## src/rtl/pi1_pkg.sv

```systemverilog
// Shared pi1 bus definitions: op encodings, width helpers.
package pi1_pkg;

    localparam logic [1:0] PINOOP = 2'b00;
    localparam logic [1:0] PIWROP = 2'b01;
    localparam logic [1:0] PIRDOP = 2'b10;
    localparam logic [1:0] PIRWOP = 2'b11;

    function automatic int unsigned clog2(input int unsigned v);
        int unsigned r;
        r = 0;
        for (int unsigned p = 1; p < v; p = p << 1) begin
            r = r + 1;
        end
        return r;
    endfunction

    // Word address width: byte offset bits are dropped.
    function automatic int unsigned addrbitsz(input int unsigned archbitsz);
        return archbitsz - clog2(archbitsz / 8);
    endfunction

endpackage

```

## src/rtl/pi1_arb_rrpick.sv

```systemverilog
// Combinational round-robin picker: first requester after ref_idx, wrapping around.
module pi1_arb_rrpick
    import pi1_pkg::*;
#(
    parameter int unsigned MASTERCOUNT = 2,
    localparam int unsigned IDXW = clog2(MASTERCOUNT)
) (
    input  logic [MASTERCOUNT-1:0] req,
    input  logic [IDXW-1:0]        ref_idx,
    output logic                   found,
    output logic [IDXW-1:0]        winner
);

    int unsigned idx;

    always_comb begin
        found  = 1'b0;
        winner = '0;
        idx    = 0;
        // Offset MASTERCOUNT wraps back to ref_idx itself, so it is considered last.
        for (int unsigned k = 1; k <= MASTERCOUNT; k++) begin
            idx = (32'(ref_idx) + k) % MASTERCOUNT;
            if (!found && req[idx[IDXW-1:0]]) begin
                found  = 1'b1;
                winner = idx[IDXW-1:0];
            end
        end
    end

endmodule

```

## src/rtl/pi1_arb.sv

```systemverilog
// Round-robin arbiter sharing one pi1 slave between MASTERCOUNT masters.
// Optional forced release after BURSTMAX accepts: define PI1ARB_BURSTLIMIT_EN.
module pi1_arb
    import pi1_pkg::*;
#(
    parameter int unsigned MASTERCOUNT = 2,
    parameter int unsigned ARCHBITSZ   = 32,
    parameter int unsigned BURSTMAX    = 16,
    localparam int unsigned ADDRBITSZ  = addrbitsz(ARCHBITSZ),
    localparam int unsigned SELW       = ARCHBITSZ / 8,
    localparam int unsigned IDXW       = clog2(MASTERCOUNT)
) (
    input  logic                            clk_i,
    input  logic                            rst_i,
    input  logic [2*MASTERCOUNT-1:0]         m_pi1_op_i,
    input  logic [ADDRBITSZ*MASTERCOUNT-1:0] m_pi1_addr_i,
    input  logic [ARCHBITSZ*MASTERCOUNT-1:0] m_pi1_data_i,
    input  logic [SELW*MASTERCOUNT-1:0]      m_pi1_sel_i,
    output logic [ARCHBITSZ-1:0]             m_pi1_data_o,
    output logic [MASTERCOUNT-1:0]           m_pi1_rdy_o,
    output logic [ADDRBITSZ-1:0]             m_pi1_mapsz_o,
    output logic [1:0]                       s_pi1_op_o,
    output logic [ADDRBITSZ-1:0]             s_pi1_addr_o,
    output logic [ARCHBITSZ-1:0]             s_pi1_data_o,
    output logic [SELW-1:0]                  s_pi1_sel_o,
    input  logic [ARCHBITSZ-1:0]             s_pi1_data_i,
    input  logic                             s_pi1_rdy_i,
    input  logic [ADDRBITSZ-1:0]             s_pi1_mapsz_i
);

    if (MASTERCOUNT < 2 || MASTERCOUNT > 8 || BURSTMAX < 1) begin : g_param_chk
        $fatal(1, "pi1_arb: MASTERCOUNT must be 2..8 and BURSTMAX at least 1");
    end

    logic                   gntvld_r;
    logic [IDXW-1:0]        gnt_r;
    logic [IDXW-1:0]        lastgnt_r;

    logic [MASTERCOUNT-1:0] req;
    logic [1:0]             own_op;
    logic [ADDRBITSZ-1:0]   own_addr;
    logic [ARCHBITSZ-1:0]   own_data;
    logic [SELW-1:0]        own_sel;
    logic                   force_rel;
    logic                   rel;
    logic                   fwd;
    logic                   arb_en;
    logic                   found;
    logic [IDXW-1:0]        winner;
    logic [IDXW-1:0]        ref_idx;

    always_comb begin
        req      = '0;
        own_op   = PINOOP;
        own_addr = '0;
        own_data = '0;
        own_sel  = '0;
        for (int unsigned i = 0; i < MASTERCOUNT; i++) begin
            req[i] = m_pi1_op_i[2*i +: 2] != PINOOP;
            if (gnt_r == IDXW'(i)) begin
                own_op   = m_pi1_op_i[2*i +: 2];
                own_addr = m_pi1_addr_i[ADDRBITSZ*i +: ADDRBITSZ];
                own_data = m_pi1_data_i[ARCHBITSZ*i +: ARCHBITSZ];
                own_sel  = m_pi1_sel_i[SELW*i +: SELW];
            end
        end
    end

`ifdef PI1ARB_BURSTLIMIT_EN
    localparam int unsigned BCW = clog2(BURSTMAX + 1);

    logic [BCW-1:0] burstcnt_r;
    logic           other_req;
    logic           accept;

    always_comb begin
        other_req = 1'b0;
        for (int unsigned i = 0; i < MASTERCOUNT; i++) begin
            if (gnt_r != IDXW'(i)) begin
                other_req = other_req | req[i];
            end
        end
    end

    assign force_rel = gntvld_r && (burstcnt_r == BCW'(BURSTMAX)) && other_req;
    assign accept    = (s_pi1_op_o != PINOOP) && s_pi1_rdy_i;

    always_ff @(posedge clk_i or posedge rst_i) begin
        if (rst_i) begin
            burstcnt_r <= '0;
        end else if (arb_en && found) begin
            burstcnt_r <= '0;
        end else if (accept && burstcnt_r != BCW'(BURSTMAX)) begin
            burstcnt_r <= burstcnt_r + 1'b1;
        end
    end
`else
    assign force_rel = 1'b0;
`endif

    assign rel     = gntvld_r && ((own_op == PINOOP) || force_rel);
    // A forced release blanks the owner for one cycle so nothing is accepted mid-rotation.
    assign fwd     = gntvld_r && !force_rel;
    assign arb_en  = !gntvld_r || rel;
    assign ref_idx = gntvld_r ? gnt_r : lastgnt_r;

    pi1_arb_rrpick #(
        .MASTERCOUNT(MASTERCOUNT)
    ) u_rrpick (
        .req    (req),
        .ref_idx(ref_idx),
        .found  (found),
        .winner (winner)
    );

    always_comb begin
        s_pi1_op_o   = PINOOP;
        s_pi1_addr_o = '0;
        s_pi1_data_o = '0;
        s_pi1_sel_o  = '0;
        m_pi1_rdy_o  = '0;
        if (fwd) begin
            s_pi1_op_o          = own_op;
            s_pi1_addr_o        = own_addr;
            s_pi1_data_o        = own_data;
            s_pi1_sel_o         = own_sel;
            m_pi1_rdy_o[gnt_r]  = s_pi1_rdy_i;
        end
    end

    assign m_pi1_data_o  = s_pi1_data_i;
    assign m_pi1_mapsz_o = s_pi1_mapsz_i;

    always_ff @(posedge clk_i or posedge rst_i) begin
        if (rst_i) begin
            gntvld_r  <= 1'b0;
            gnt_r     <= '0;
            lastgnt_r <= IDXW'(MASTERCOUNT - 1);
        end else if (arb_en) begin
            if (found) begin
                gntvld_r  <= 1'b1;
                gnt_r     <= winner;
                lastgnt_r <= winner;
            end else begin
                gntvld_r  <= 1'b0;
            end
        end
    end

endmodule

```

## config.mk

```make
export PLATFORM = sky130hd
export DESIGN_NAME = pi1_arb
export DESIGN_NICKNAME = d
export VERILOG_FILES = /design/src/rtl/pi1_pkg.sv /design/src/rtl/pi1_arb_rrpick.sv /design/src/rtl/pi1_arb.sv
export SDC_FILE = /design/constraint.sdc
export NUM_CORES = 1
export LEC_CHECK = 0
export ABC_AREA = 1
export CAP_MARGIN = 10
export CORE_AREA = 4 4 126 128
export DETAILED_ROUTE_END_ITERATION = 10
export DIE_AREA = 0 0 130 132
export SLEW_MARGIN = 10
export SYNTH_ARGS = -nofsm -noshare
export SYNTH_HDL_FRONTEND = slang
export SYNTH_SLANG_ARGS = --single-unit
```

## constraint.sdc

```tcl
create_clock -name clk_i -period 1.24 [get_ports clk_i]
set_input_delay 0.124 -clock clk_i [delete_from_list [all_inputs] [get_ports clk_i]]
set_output_delay 0.124 -clock clk_i [all_outputs]
set_load 0.005 [all_outputs]
```

==> metrics.md, run 1 <==
| Metric | Value |
|---|---|
| Outcome | `complete, but fails checks` |
| Failing checks | `negative setup slack` |
| Post-Place Cell Area | `3266 um^2` |
| Post-route DRC violation count | `0` |
| Fmax | `592.3 MHz` |
| Fin crit period | `1688 ps` |
| Die height | `132 um` |
| Worst Path Max Fanout | `6` |
| Max-slew headroom | `0.8871` |
| Post-DP HPWL | `6531 um` |
| Number of port buffers | `208` |
| Total power | `6.891 mW` |
| Crit share post-route | `1.361` |
| Reg2reg setup slack | `-250 ps` |
| YS warnings | `0` |
| Total core area | `14860 um^2` |
| Cell area after synthesis | `1369 um^2` |
| Final WS setup | `-448.2 ps` |
| Via density | `3.808` |
| Rows | `45` |
| DP Cell Count | `514` |
| GP Congestion | `0.7914` |
| Nets@finish | `565` |
| Max-Cap Viols | `0` |
| I/O pin cnt | `333` |
| Post-synthesis sequential area ratio | `0.05576` |
| Clk slew on worst S/H paths | `30 ps` |
| VDD IR max | `0.001603 V` |
| Starting Density | `0.09209` |
| Hold_buf cts | `0` |
| # clock sinks | `3` |
| Routed length per instance | `17.84 um` |
| Yosys reg bits | `3` |
| Initial antenna violation count | `0` |
| Die area | `17160 um^2` |
| Design Area, Final | `3635 um^2` |
| Mapped Cells | `183` |
| CTS tree | `done` |
| Clock Skews | `2.023 ps` |
| Synth top area cells | `a22o_1 (42%), buf_4 (38%), nand2_1 (4.7%)` |
| PwrDens | `1896 nW/um^2` |
| Leakage | `1.668 nW` |
| Ant diodes | `0` |
| Layout area overhead | `165.5%` |
| Worst path required time | `1120 ps` |
| Critical path type | `reg2out` |
| Class of the worst hold path | `in2async` |
| Post-synthesis cell type count | `16` |
| Final core utilization | `0.2445` |
| GRT Residual Overflow | `0` |
| # setup viols final | `71` |
| CTS Buf Count | `3` |
| Avg Cell Area, Syn | `7.480 um^2` |
| Number of global-route vias before repair | `2214` |
| Proportion of layout cells with a drive suffix above 1 | `0.3636` |
| Worst-skew pair later-pin latency | `220 ps` |
| Number of max-slew violations in the final report | `0` |
| Setup TNS Final | `-26320 ps` |
| Worst path arrival time | `1560 ps` |
| Post-synth net total | `384` |
| Antenna Violating Nets Remaining | `0` |
| Routed WL | `9832 um` |
| Startpoint types | `flop` |
| CTS root buf | `clkbuf_16` |
| Largest net degree at the start of global routing | `19` |
| Crit path capture type | `output port` |
| Iteration-0 DRC Markers | `85` |
| Unrepaired setup endpoints after global routing | `true` |
| Layout fillers | `1624` |
| Total Routing Usage GR | `0.1035` |
| First-pass GRT wire length | `13580 um` |
| Top cell type by total area after synthesis | `a22o_1` |
| Max clock buf depth | `2` |
| Die width | `130 um` |
| Slew at the pin closest to its max-slew limit | `169.2 ps` |
| Final cell count without fillers | `551` |
| Hold violation total from the final report | `0` |
| First-pass DRT Iterations | `4` |
| Htree depth | `1` |
| Vias | `2098` |
| Top-area cell type share of the netlist area | `0.4223` |
critical path: stages (launching register included):
cell and delay [ps]:
dfrtp_1 390, inv_2 90, nor2_4 50, buf_6 130
buf_12 120, buf_16 130, buf_8 120, a22o_1 170
buf_2 120
cells in the final DEF (no fill, tap or decap), drive strengths merged:
cell / count
clkdlybuf4s50: 138
buf: 105
a22o: 66
nand2: 18
clkbuf: 12
inv: 9
nand3: 5
nor2: 4
dfrtp: 2
a21oi: 1
nor3: 1
bufbuf: 1
dfstp: 1
timing repair:
item	4_1_cts	5_1_grt
setup buffers	23	4
gates cloned	9	1
setup endpoints to repair	72	72
pin swaps	23	25
resized for setup	297	21
power breakdown:
part	internal [mW]	total [mW]	switching [mW]
logic	3.74	6.19	2.44
clock network	0.423	0.501	0.0773
registers	0.150	0.201	0.0516
total	4.32	6.89	2.57
stage by stage:
stage / worst slack (ps) / hold WS (ps)
after global routing: -501.4 / 92.08
after global placement: -428.1 / 248.0
final: -448.2 / 68.48
after detailed placement: -451.1 / 248.0
after CTS: -480.4 / 70.57
after floorplan: 57.31 / -123.1
kinds of logic (layout without fill, tap and decap cells):
kind of cell,count (synthesis),count (layout),synth area share
flops,3,3,0.05576
compound gates,67,67,0.4260
buf+inv,85,265,0.4324
simple gates,28,28,0.08592
area by class of cell:
type,instances,area (um^2),share of cell area
Timing Repair Buffer,252,2431,0.6688
Multi-Input combinational cell,95,770.7,0.2120
Tap cell,188,235.2,0.06472
Clock buffer,4,78.83,0.02169
Sequential cell,3,77.57,0.02134
Inverter,9,41.29,0.01136
final timing paths:
path                                       start                     to  cells after the start
min reg2reg                lastgnt_r$_DFFE_PP1P_  lastgnt_r$_DFFE_PP1P_                      2
min                                        rst_i      gnt_r$_DFFE_PP0P_                      2
max in group asynchronous                  rst_i  lastgnt_r$_DFFE_PP1P_                      2
max                              fwd$_DFFE_PP0P_       s_pi1_addr_o[15]                      8
min in group clk_i              s_pi1_data_i[23]       m_pi1_data_o[23]                      0
max reg2reg                    gnt_r$_DFFE_PP0P_      gnt_r$_DFFE_PP0P_                     10
routing by layer:
layer,routed length (um),share of wire,track usage,up-vias
met5,0,0,0,-
met4,76,0.0077,0.01270,0
met3,1151,0.12,0.04214,16
met2,4804,0.49,0.1702,132
met1,3800,0.39,0.1307,978
li1,-,-,-,972
flip-flops by register name, indices dropped and copies added, names as in the netlist:
signal and flops:
fwd 1, gnt_r 1, lastgnt_r 1
synthesized netlist by cell type:
cell type  count
inv_2          2
dfrtp_1        2
nor3_1         1
clkbuf_1       1
nor2_2         1
buf_6          1
a21oi_1        1
a22o_1        66
nand2_2        1
buf_2          5
nand3_1        5
buf_4         69
nand2_1       17
dfstp_2        1
inv_1          7
nor2_1         3
Power figures use the tool's default switching activity.
==> run 2, diff against run 1 <==
SETUP_SLACK_MARGIN = 0.5   (was not set)
==> run 2 against run 1 <==
  * The run still ends with negative setup slack left
  * Maximum frequency rose by 0.34%
  * Power is 4.6% lower
  * Via count increased by 2.6%
  * Sequential power decreased by 6%
  * Largest cell class unchanged
  * Largest power group unchanged
  * Highest routed layer unchanged
==> metrics.md, run 2 (same netlist as run 1, synthesis figures left out) <==
| Metric | Value |
|---|---|
| Die height | `132 um (unchanged)` |
| Crit-path cells | `inv_2, nor2_4, buf_6, buf_12, buf_16, buf_8, a22o_1, buf_2 (unchanged)` |
| Via density | `3.934 (was 3.808)` |
| Hold violation total from the final report | `0 (unchanged)` |
| DP Cell Count | `514 (unchanged)` |
| CP max stage delay | `370 ps (was 390 ps)` |
| Ant diodes | `0 (unchanged)` |
| Max clock buf depth | `2 (unchanged)` |
| First-pass DRT Iterations | `4 (unchanged)` |
| Post-DP HPWL | `6625 um (was 6531 um)` |
| Routed length per instance | `17.90 um (was 17.84 um)` |
| Worst Path Max Fanout | `7 (was 6)` |
| Number of max-slew violations in the final report | `0 (unchanged)` |
| Htree depth | `1 (unchanged)` |
| RR Startpoint | `gnt_r$_DFFE_PP0P_ (unchanged)` |
| # clock sinks | `3 (unchanged)` |
| Leading cell type in the layout, fill and taps excluded | `clkdlybuf4s50_1 (unchanged)` |
| Fmax | `594.4 MHz (was 592.3 MHz)` |
| Dpl ws | `-418.9 ps (was -451.1 ps)` |
| GRT Residual Overflow | `0 (unchanged)` |
| Proportion of layout cells with a drive suffix above 1 | `0.3565 (was 0.3636)` |
| Die width | `130 um (unchanged)` |
| Starting Density | `0.09209 (unchanged)` |
| Reg2reg setup slack | `-270 ps (was -250 ps)` |
| Fin crit period | `1682 ps (was 1688 ps)` |
| I/O pin cnt | `333 (unchanged)` |
| Routed WL | `9792 um (was 9832 um)` |
| Iteration-0 DRC Markers | `69 (was 85)` |
| Unrepaired setup endpoints after global routing | `true (unchanged)` |
| Number of port buffers | `208 (unchanged)` |
| Worst path required time | `1120 ps (about the same)` |
| Leakage | `1.629 nW (was 1.668 nW)` |
| CP bufs+invs | `6 (unchanged)` |
| Class of the worst hold path | `in2async (unchanged)` |
| First-pass GRT wire length | `13340 um (was 13580 um)` |
| Largest net degree at the start of global routing | `19 (unchanged)` |
| Slowest CP cell | `dfrtp_1 (unchanged)` |
| Clock Skews | `1.768 ps (was 2.023 ps)` |
| PwrDens | `1852 nW/um^2 (was 1896 nW/um^2)` |
| Most frequent cells in the layout | `clkdlybuf4s50_1 (136), a22o_1 (66), buf_2 (57), buf_4 (14), nand2_1 (13) (was clkdlybuf4s50_1 (138), a22o_1 (64), buf_2 (62), nand2_1 (13), buf_4 (12))` |
| Clk slew on worst S/H paths | `30 ps (about the same)` |
| Die area | `17160 um^2 (unchanged)` |
| Cell family contributing the most delay on the critical path | `buffers and inverters (unchanged)` |
| Failing checks | `negative setup slack (unchanged)` |
| # setup viols final | `72 (was 71)` |
| Post-route DRC violation count | `0 (unchanged)` |
| Rows | `45 (unchanged)` |
| CTS Buf Count | `3 (unchanged)` |
| Outcome | `complete, but fails checks (unchanged)` |
| Crit path capture type | `output port (unchanged)` |
| VDD IR max | `0.0007154 V (was 0.001603 V)` |
| Number of global-route vias before repair | `2422 (was 2214)` |
| Fin Hold WS | `78.14 ps (was 68.48 ps)` |
| Initial antenna violation count | `0 (unchanged)` |
| Crit share post-route | `1.357 (was 1.361)` |
| Vias | `2152 (was 2098)` |
| Post-Place Cell Area | `3259 um^2 (was 3266 um^2)` |
| Critical path type | `reg2out (unchanged)` |
| R2r endpoint | `gnt_r$_DFFE_PP0P_ (unchanged)` |
| Slew at the pin closest to its max-slew limit | `147.8 ps (was 169.2 ps)` |
| Nets@finish | `561 (was 565)` |
| Max-Cap Viols | `0 (unchanged)` |
| Total Routing Usage GR | `0.1025 (was 0.1035)` |
| Final WS setup | `-442.4 ps (was -448.2 ps)` |
| Layout area overhead | `159.2% (was 165.5%)` |
| Hold_buf cts | `0 (unchanged)` |
| Design Area, Final | `3548 um^2 (was 3635 um^2)` |
| Startpoint types | `flop (unchanged)` |
| Final cell count without fillers | `547 (was 551)` |
| Worst path arrival time | `1560 ps (about the same)` |
| CTS tree | `done (unchanged)` |
| Total power | `6.572 mW (was 6.891 mW)` |
| Antenna Violating Nets Remaining | `0 (unchanged)` |
| Total core area | `14860 um^2 (unchanged)` |
| Max-slew headroom | `0.9015 (was 0.8871)` |
| CTS root buf | `clkbuf_16 (unchanged)` |
| Worst r2r path cells | `11 (was 10)` |
| GP Congestion | `0.8458 (was 0.7914)` |
| Worst-skew pair later-pin latency | `230 ps (was 220 ps)` |
## run 2: cell type report
cell class                      instances  area (um^2)
Multi-Input combinational cell         95        752.0
Tap cell                              188        235.2
Clock buffer                            4        78.83
Sequential cell                         3        77.57
Inverter                                9        41.29
Fill cell                            1652        11320
Timing Repair Buffer                  248         2364
## run 2: worst max-delay path by stage
stage	from	end	slack, ps	depth (start not counted)
finish	fwd$_DFFE_PP0P_	s_pi1_data_o[1]	-440	8
floorplan	gnt_r$_DFFE_PP0P_	s_pi1_addr_o[0]	80	5
CTS	fwd$_DFFE_PP0P_	s_pi1_data_o[1]	-450	8
global route	fwd$_DFFE_PP0P_	s_pi1_data_o[2]	-510	8
global placement	gnt_r$_DFFE_PP0P_	s_pi1_data_o[27]	-410	4
detailed placement	gnt_r$_DFFE_PP0P_	s_pi1_data_o[29]	-420	4
## run 2: report_power, final
part / switching [mW] / internal (mW) / total, mW
Combinational: 2.39 / 3.48 / 5.87
Sequential: 0.0389 / 0.150 / 0.189
Clock: 0.0911 / 0.425 / 0.516
## run 2: routing by layer
| metal | up-vias | track usage | wire, um |
|---|---|---|---|
| li1 | 963 | - | - |
| met1 | 1008 | 0.1059 | 3514 |
| met2 | 155 | 0.1957 | 5304 |
| met3 | 26 | 0.02431 | 772 |
| met4 | 0 | 0.03811 | 200 |
| met5 | - | 0 | 0 |
## run 2: repair_timing
item | CTS | global route
resized for setup | 285 | 21
pin swaps | 36 | 23
setup buffers | 14 | 4
setup endpoints to repair | 73 | 72
cloned | 9 | 2
## run 2: per-stage QoR
step                      setup TNS, ps    util
final                            -25750  0.2387
after floorplan                       0       -
after global routing             -30040  0.2387
after global placement           -25430  0.2193
after CTS                        -25260  0.2358
after detailed placement         -26750  0.2193
